$ cat config.mk
export PLATFORM = sky130hd
export DESIGN_NAME = mistral_m10k_fifo_ctrl
export DESIGN_NICKNAME = d
export VERILOG_FILES = /design/src/rtl/mistral_m10k_fifo_ctrl.sv
export SDC_FILE = /design/constraint.sdc
export NUM_CORES = 1
export LEC_CHECK = 0
export CAP_MARGIN = 10
export CORE_MARGIN = 3
export CORE_UTILIZATION = 54
export DETAILED_ROUTE_END_ITERATION = 10
export HOLD_SLACK_MARGIN = 0.06
export PLACE_DENSITY = 0.95
export SLEW_MARGIN = 15
export SYNTH_ARGS = -nofsm -noshare
export SYNTH_HDL_FRONTEND = slang
export SYNTH_SLANG_ARGS = --single-unit
$ cat constraint.sdc
create_clock -name CLK1 -period 5.2 [get_ports CLK1]
set_clock_uncertainty 0.15 [all_clocks]
set_input_delay 1.04 -clock CLK1 [delete_from_list [all_inputs] [get_ports CLK1]]
set_output_delay 1.04 -clock CLK1 [all_outputs]
set_load 0.01 [all_outputs]
$ cat src/rtl/mistral_m10k_fifo_ctrl.sv
// FIFO controller for one simple-dual-port M10K RAM, with a two-entry
// in-order skid buffer that hides the RAM's one-cycle read latency.
module mistral_m10k_fifo_ctrl #(
  parameter int CFG_ABITS = 10,
  parameter int CFG_DBITS = 10
) (
  input  logic                 CLK1,
  input  logic                 ARST_N,
  input  logic                 WR_VALID,
  output logic                 WR_READY,
  input  logic [CFG_DBITS-1:0] WR_DATA,
  output logic                 RD_VALID,
  input  logic                 RD_READY,
  output logic [CFG_DBITS-1:0] RD_DATA,
  output logic [CFG_ABITS-1:0] A1ADDR,
  output logic [CFG_DBITS-1:0] A1DATA,
  output logic                 A1EN,
  output logic [CFG_ABITS-1:0] B1ADDR,
  output logic                 B1EN,
  input  logic [CFG_DBITS-1:0] B1DATA,
  output logic [CFG_ABITS+1:0] COUNT
);

  logic [CFG_ABITS:0]   r_wptr;
  logic [CFG_ABITS:0]   r_rptr;
  logic                 r_inflight;
  logic [1:0]           r_occ;
  logic [CFG_DBITS-1:0] r_skid [2];

  logic [CFG_ABITS:0]   w_ram_count;
  logic                 w_push;
  logic                 w_pop;
  logic                 w_issue;
  logic [2:0]           w_level;
  logic [1:0]           w_occ_base;
  logic [1:0]           w_occ_next;
  logic [CFG_DBITS-1:0] w_skid_next [2];

  // Wrap-bit pointers: ram_count reaches D exactly when the MSBs differ
  // and the low bits match, so bit CFG_ABITS alone flags RAM-full.
  assign w_ram_count = r_wptr - r_rptr;
  assign WR_READY    = ARST_N & ~w_ram_count[CFG_ABITS];
  assign w_push      = WR_VALID & WR_READY;

  assign RD_VALID = (r_occ != 2'd0);
  assign RD_DATA  = r_skid[0];
  assign w_pop    = RD_VALID & RD_READY;

  // Skid slots committed after this cycle's pop; a new read only issues
  // if its data will still have a free slot when it lands.
  assign w_level = {1'b0, r_occ} + {2'b00, r_inflight} - {2'b00, w_pop};
  assign w_issue = (w_ram_count != '0) && (w_level < 3'd2);

  assign A1EN   = w_push;
  assign A1ADDR = r_wptr[CFG_ABITS-1:0];
  assign A1DATA = WR_DATA;
  assign B1EN   = w_issue;
  assign B1ADDR = r_rptr[CFG_ABITS-1:0];

  assign COUNT = {1'b0, w_ram_count}
               + {{(CFG_ABITS+1){1'b0}}, r_inflight}
               + {{CFG_ABITS{1'b0}}, r_occ};

  always_comb begin
    w_skid_next[0] = r_skid[0];
    w_skid_next[1] = r_skid[1];
    w_occ_base     = r_occ - {1'b0, w_pop};
    if (w_pop) begin
      w_skid_next[0] = r_skid[1];
    end
    // Returning RAM data lands behind whatever survives the pop.
    if (r_inflight) begin
      if (w_occ_base == 2'd0) begin
        w_skid_next[0] = B1DATA;
      end else begin
        w_skid_next[1] = B1DATA;
      end
    end
    w_occ_next = w_occ_base + {1'b0, r_inflight};
  end

  always_ff @(posedge CLK1 or negedge ARST_N) begin
    if (!ARST_N) begin
      r_wptr     <= '0;
      r_rptr     <= '0;
      r_inflight <= 1'b0;
      r_occ      <= 2'd0;
      r_skid[0]  <= '0;
      r_skid[1]  <= '0;
    end else begin
      if (w_push) begin
        r_wptr <= r_wptr + 1'b1;
      end
      if (w_issue) begin
        r_rptr <= r_rptr + 1'b1;
      end
      r_inflight <= w_issue;
      r_occ      <= w_occ_next;
      r_skid[0]  <= w_skid_next[0];
      r_skid[1]  <= w_skid_next[1];
    end
  end

endmodule

==> flow_metrics.py <==
metrics = {
    "run_status": {
        "status": "finished, final reports clean",
    },
    "setup_path": {
        "r2r_cells": 12,
        "crit_type": "register to output pin",
        "crit_chain": "inv_1 > ha_1 > inv_1 > fa_1 > a21o_1 > a221oi_4 > nor3_1 > or3_4 > nand4bb_1 > o21ai_4 > inv_1 > clkdlybuf4s50_1",
        "worst_path_most_repeated_cell": "inv_1",
        "start_kind": "register",
        "endpoint_kind": "output pin",
        "reg2reg_from": "r_wptr[0]",
        "crit_family": "simple AND/OR/NAND/NOR gates",
        "crit_end": "B1EN",
        "crit_fanout": 5,
        "cpMaxStageDelayCell": "clkdlybuf4s50_1",
        "cp.required_ns": 4.01,
        "cp.arrival_ns": 3.73,
        "crit_cells": 12,
        "r2r_slack_ns": 1.69,
        "crit_path_start": "r_wptr[0]",
        "path_buf_inv": 4,
        "reg2reg_to": "r_rptr[8]",
        "critPathMaxStageDelay_ns": 0.48,
    },
    "power_and_ir_drop": {
        "swShare_pct": 44.1,
        "net-switching-power_w": 0.00138,
        "pwr-share-clk_pct": 6.7,
        "internal_power_w": 0.00175,
        "seqPwrFrac_pct": 19.7,
        "peakVddDrop_mv": 0.973,
        "powerDensity_mw_per_mm2": 840,
        "comb_power_share_pct": 73.7,
        "leakagePower_nw": 1.65,
    },
    "min_path": {
        "worstHoldPathType": "register to register",
    },
    "synthesis": {
        "synth_edf_count": 0,
        "synthCells": 337,
        "synth_cell_types": 52,
        "synth-seq-area-share_pct": 34.3,
        "synth_seq_cells": 45,
        "synthArstFlopShare_pct": 100,
        "synth-main-ff-cell": "dfrtp_1",
        "synthesis.nets": 381,
        "synth.avg_cell_area_um2": 9.75,
        "syn_area_mm2": 0.00329,
        "yosysWarnings": 0,
    },
    "floorplan": {
        "die_w_um": 84.0,
        "start_util_pct": 57.6,
        "dieArea_mm2": 0.00706,
        "ios": 80,
        "rows": 27,
        "die_height_um": 84.0,
        "design.core.area_mm2": 0.00571,
    },
    "routing": {
        "drc": 0,
        "wire_per_inst_um": 16.6,
        "drtAntennaViolNets": 0,
        "drtIter0Drc": 150,
        "drt_pass1_iterations": 4,
        "viasPerCell": 5.79,
        "wl_um": 7170,
        "dr_total_vias": 2496,
    },
    "clock_network": {
        "clk_pin_slew_worst_paths_ns": 0.08,
        "cts_resized": 0,
        "clk_latency_ns": 0.29,
        "cts_tree": "done",
        "cts_inserted_buffers": 5,
        "cts-root-buf": "clkbuf_8",
        "cts.sinks": 45,
        "clockBufferDepth": 2,
        "postCtsSetupBuffers": 0,
        "ctsHoldBuffers": 0,
        "cts_max_level": 2,
    },
    "sta": {
        "rsz0062_at_grt": "no",
        "hold_viol": 0,
        "setup_viol": 0,
        "tightest_slew_ns": 1.09,
        "finalCriticalPeriod_ns": 4.92,
        "fin_crit_sh_pct": 94.6,
        "fin_setup_tns_ns": 0,
        "relSlewSlack_pct": 27.3,
        "report.final.slew_viol_count": 0,
        "max_freq_mhz": 203,
        "whs_ns": 0.345,
    },
    "layout": {
        "final_cell_mix": "clkdlybuf4s50_1 (58), dfrtp_1 (45), xnor2_1 (24)",
        "final_common_cell": "clkdlybuf4s50_1",
        "antenna_cells": 0,
        "finalNetCount": 402,
        "fillers": 425,
        "drive_above_1_share_pct": 9.75,
        "area_delta_synth_final_pct": 13.4,
    },
    "global_route": {
        "grt_overflow": 0,
        "grt_antenna_before_repair": 0,
        "grt_max_degree": 38,
        "grtUsageTotal_pct": 20.7,
        "grt_pass1_vias": 2596,
        "grt_pass1_wl_um": 12100,
    },
    "placement": {
        "dp_hpwl_um": 5310,
        "gp_congestion": 0.893,
        "port_buffers": 59,
    },
    "flow_run": {
        "maxCapViolCount": 0,
    },
}
[layer usage]
| layer | wire, µm | track usage (%) | vias up |
|---|---|---|---|
| li1 | - | - | 1162 |
| met1 | 3130 | 27.2 | 1251 |
| met2 | 3550 | 34.1 | 70 |
| met3 | 343 | 3.26 | 13 |
| met4 | 150 | 8.19 | 0 |
| met5 | 0 | 0 | - |
[area by class of cell]
class                   instances  area [µm²]  area share [%]
clock buffers                   6        72.6            1.95
well taps                      72        90.1            2.42
repair buffers                 63         616            16.5
multi-input cells             221        1730            46.4
flip-flops and latches         45        1130            30.2
inverters                      22        82.6            2.22
clock inverters                 2        10.0           0.269
[per-stage QoR]
| stage | setup WS (ns) | area (µm²) | util [%] | std cells | total power (W) |
|---|---|---|---|---|---|
| floorplan | 1.04 | 3290 | - | 337 | 0.00212 |
| global placement | 0.529 | 3640 | 63.8 | 423 | 0.00282 |
| detailed placement | 0.457 | 3640 | 63.8 | 423 | 0.00290 |
| CTS | 0.323 | 3730 | 65.3 | 431 | 0.00313 |
| global route | 0.117 | 3730 | 65.3 | 431 | 0.00336 |
| finish | 0.281 | 3730 | 65.3 | 431 | 0.00313 |
[cell families after synthesis]
group	Yosys count	synth area share (%)
AOI/OAI and AO/OA	53	12.6
and+or+nand+nor	88	13.9
xor gates and xnor gates	38	10.4
buffers and inverters	71	13.3
muxes	22	7.16
adders and majority gates	20	8.53
DFF	45	34.3
[power groups by stage]
stage / clock, W / sequential (W) / combinational, W
floorplan: 0 / 0.000578 / 0.00154
global placement: 0 / 0.000606 / 0.00221
detailed placement: 0 / 0.000614 / 0.00228
CTS: 0.000210 / 0.000614 / 0.00230
global route: 0.000224 / 0.000634 / 0.00250
finish: 0.000208 / 0.000616 / 0.00231
[worst min path at each step]
| stage | startpoint | endpoint | slack, ns | cells past startpoint |
|---|---|---|---|---|
| finish | r_wptr[10] | r_wptr[10] | 0.35 | 1 |
| global route | r_wptr[10] | r_wptr[10] | 0.37 | 1 |
| CTS | r_wptr[10] | r_wptr[10] | 0.35 | 1 |
| detailed placement | r_wptr[10] | r_wptr[10] | 0.34 | 1 |
| global placement | r_wptr[10] | r_wptr[10] | 0.33 | 1 |
| floorplan | r_wptr[10] | r_wptr[10] | 0.31 | 1 |
[cell usage after synthesis (3+ instances only)]
library cell  count  area [µm²]
xnor2_1          24         210
inv_1            22        82.6
buf_4            40         300
and3_1            9        56.3
fa_1              4        80.1
nand3b_1          3        22.5
mux2i_1          10         100
dfrtp_1          45        1130
mux2_2           11         124
a21oi_1           6        30.0
nand4_1           6        37.5
nand3_1          12        60.1
ha_1             16         200
o2111ai_1         3        26.3
clkbuf_1          3        11.3
o21ai_0          19        95.1
xor2_1           13         114
and2_1            3        18.8
nor2_1           12        45.0
nor3_1            9        45.0
nand2_1          23        86.3
buf_2             4        20.0
[worst reg2reg max path, stage by stage, from the launching register on]
cell and delay, ns:
dfrtp_1 0.45, inv_1 0.12, ha_1 0.20, inv_1 0.07, fa_1 0.44, a21o_1 0.24, a221oi_4 0.31, nor3_1 0.08
or3_4 0.43, nand4bb_1 0.31, buf_4 0.25, o2111ai_1 0.23, xnor2_1 0.16
[sequential cells by signal, indices dropped and copies added, names as in the netlist]
| register | cells |
|---|---|
| r_wptr | 11 |
| r_inflight | 1 |
| r_rptr | 11 |
| r_occ | 2 |
| RD_DATA | 10 |
| r_skid | 10 |
(Power assumes the default switching activity.)
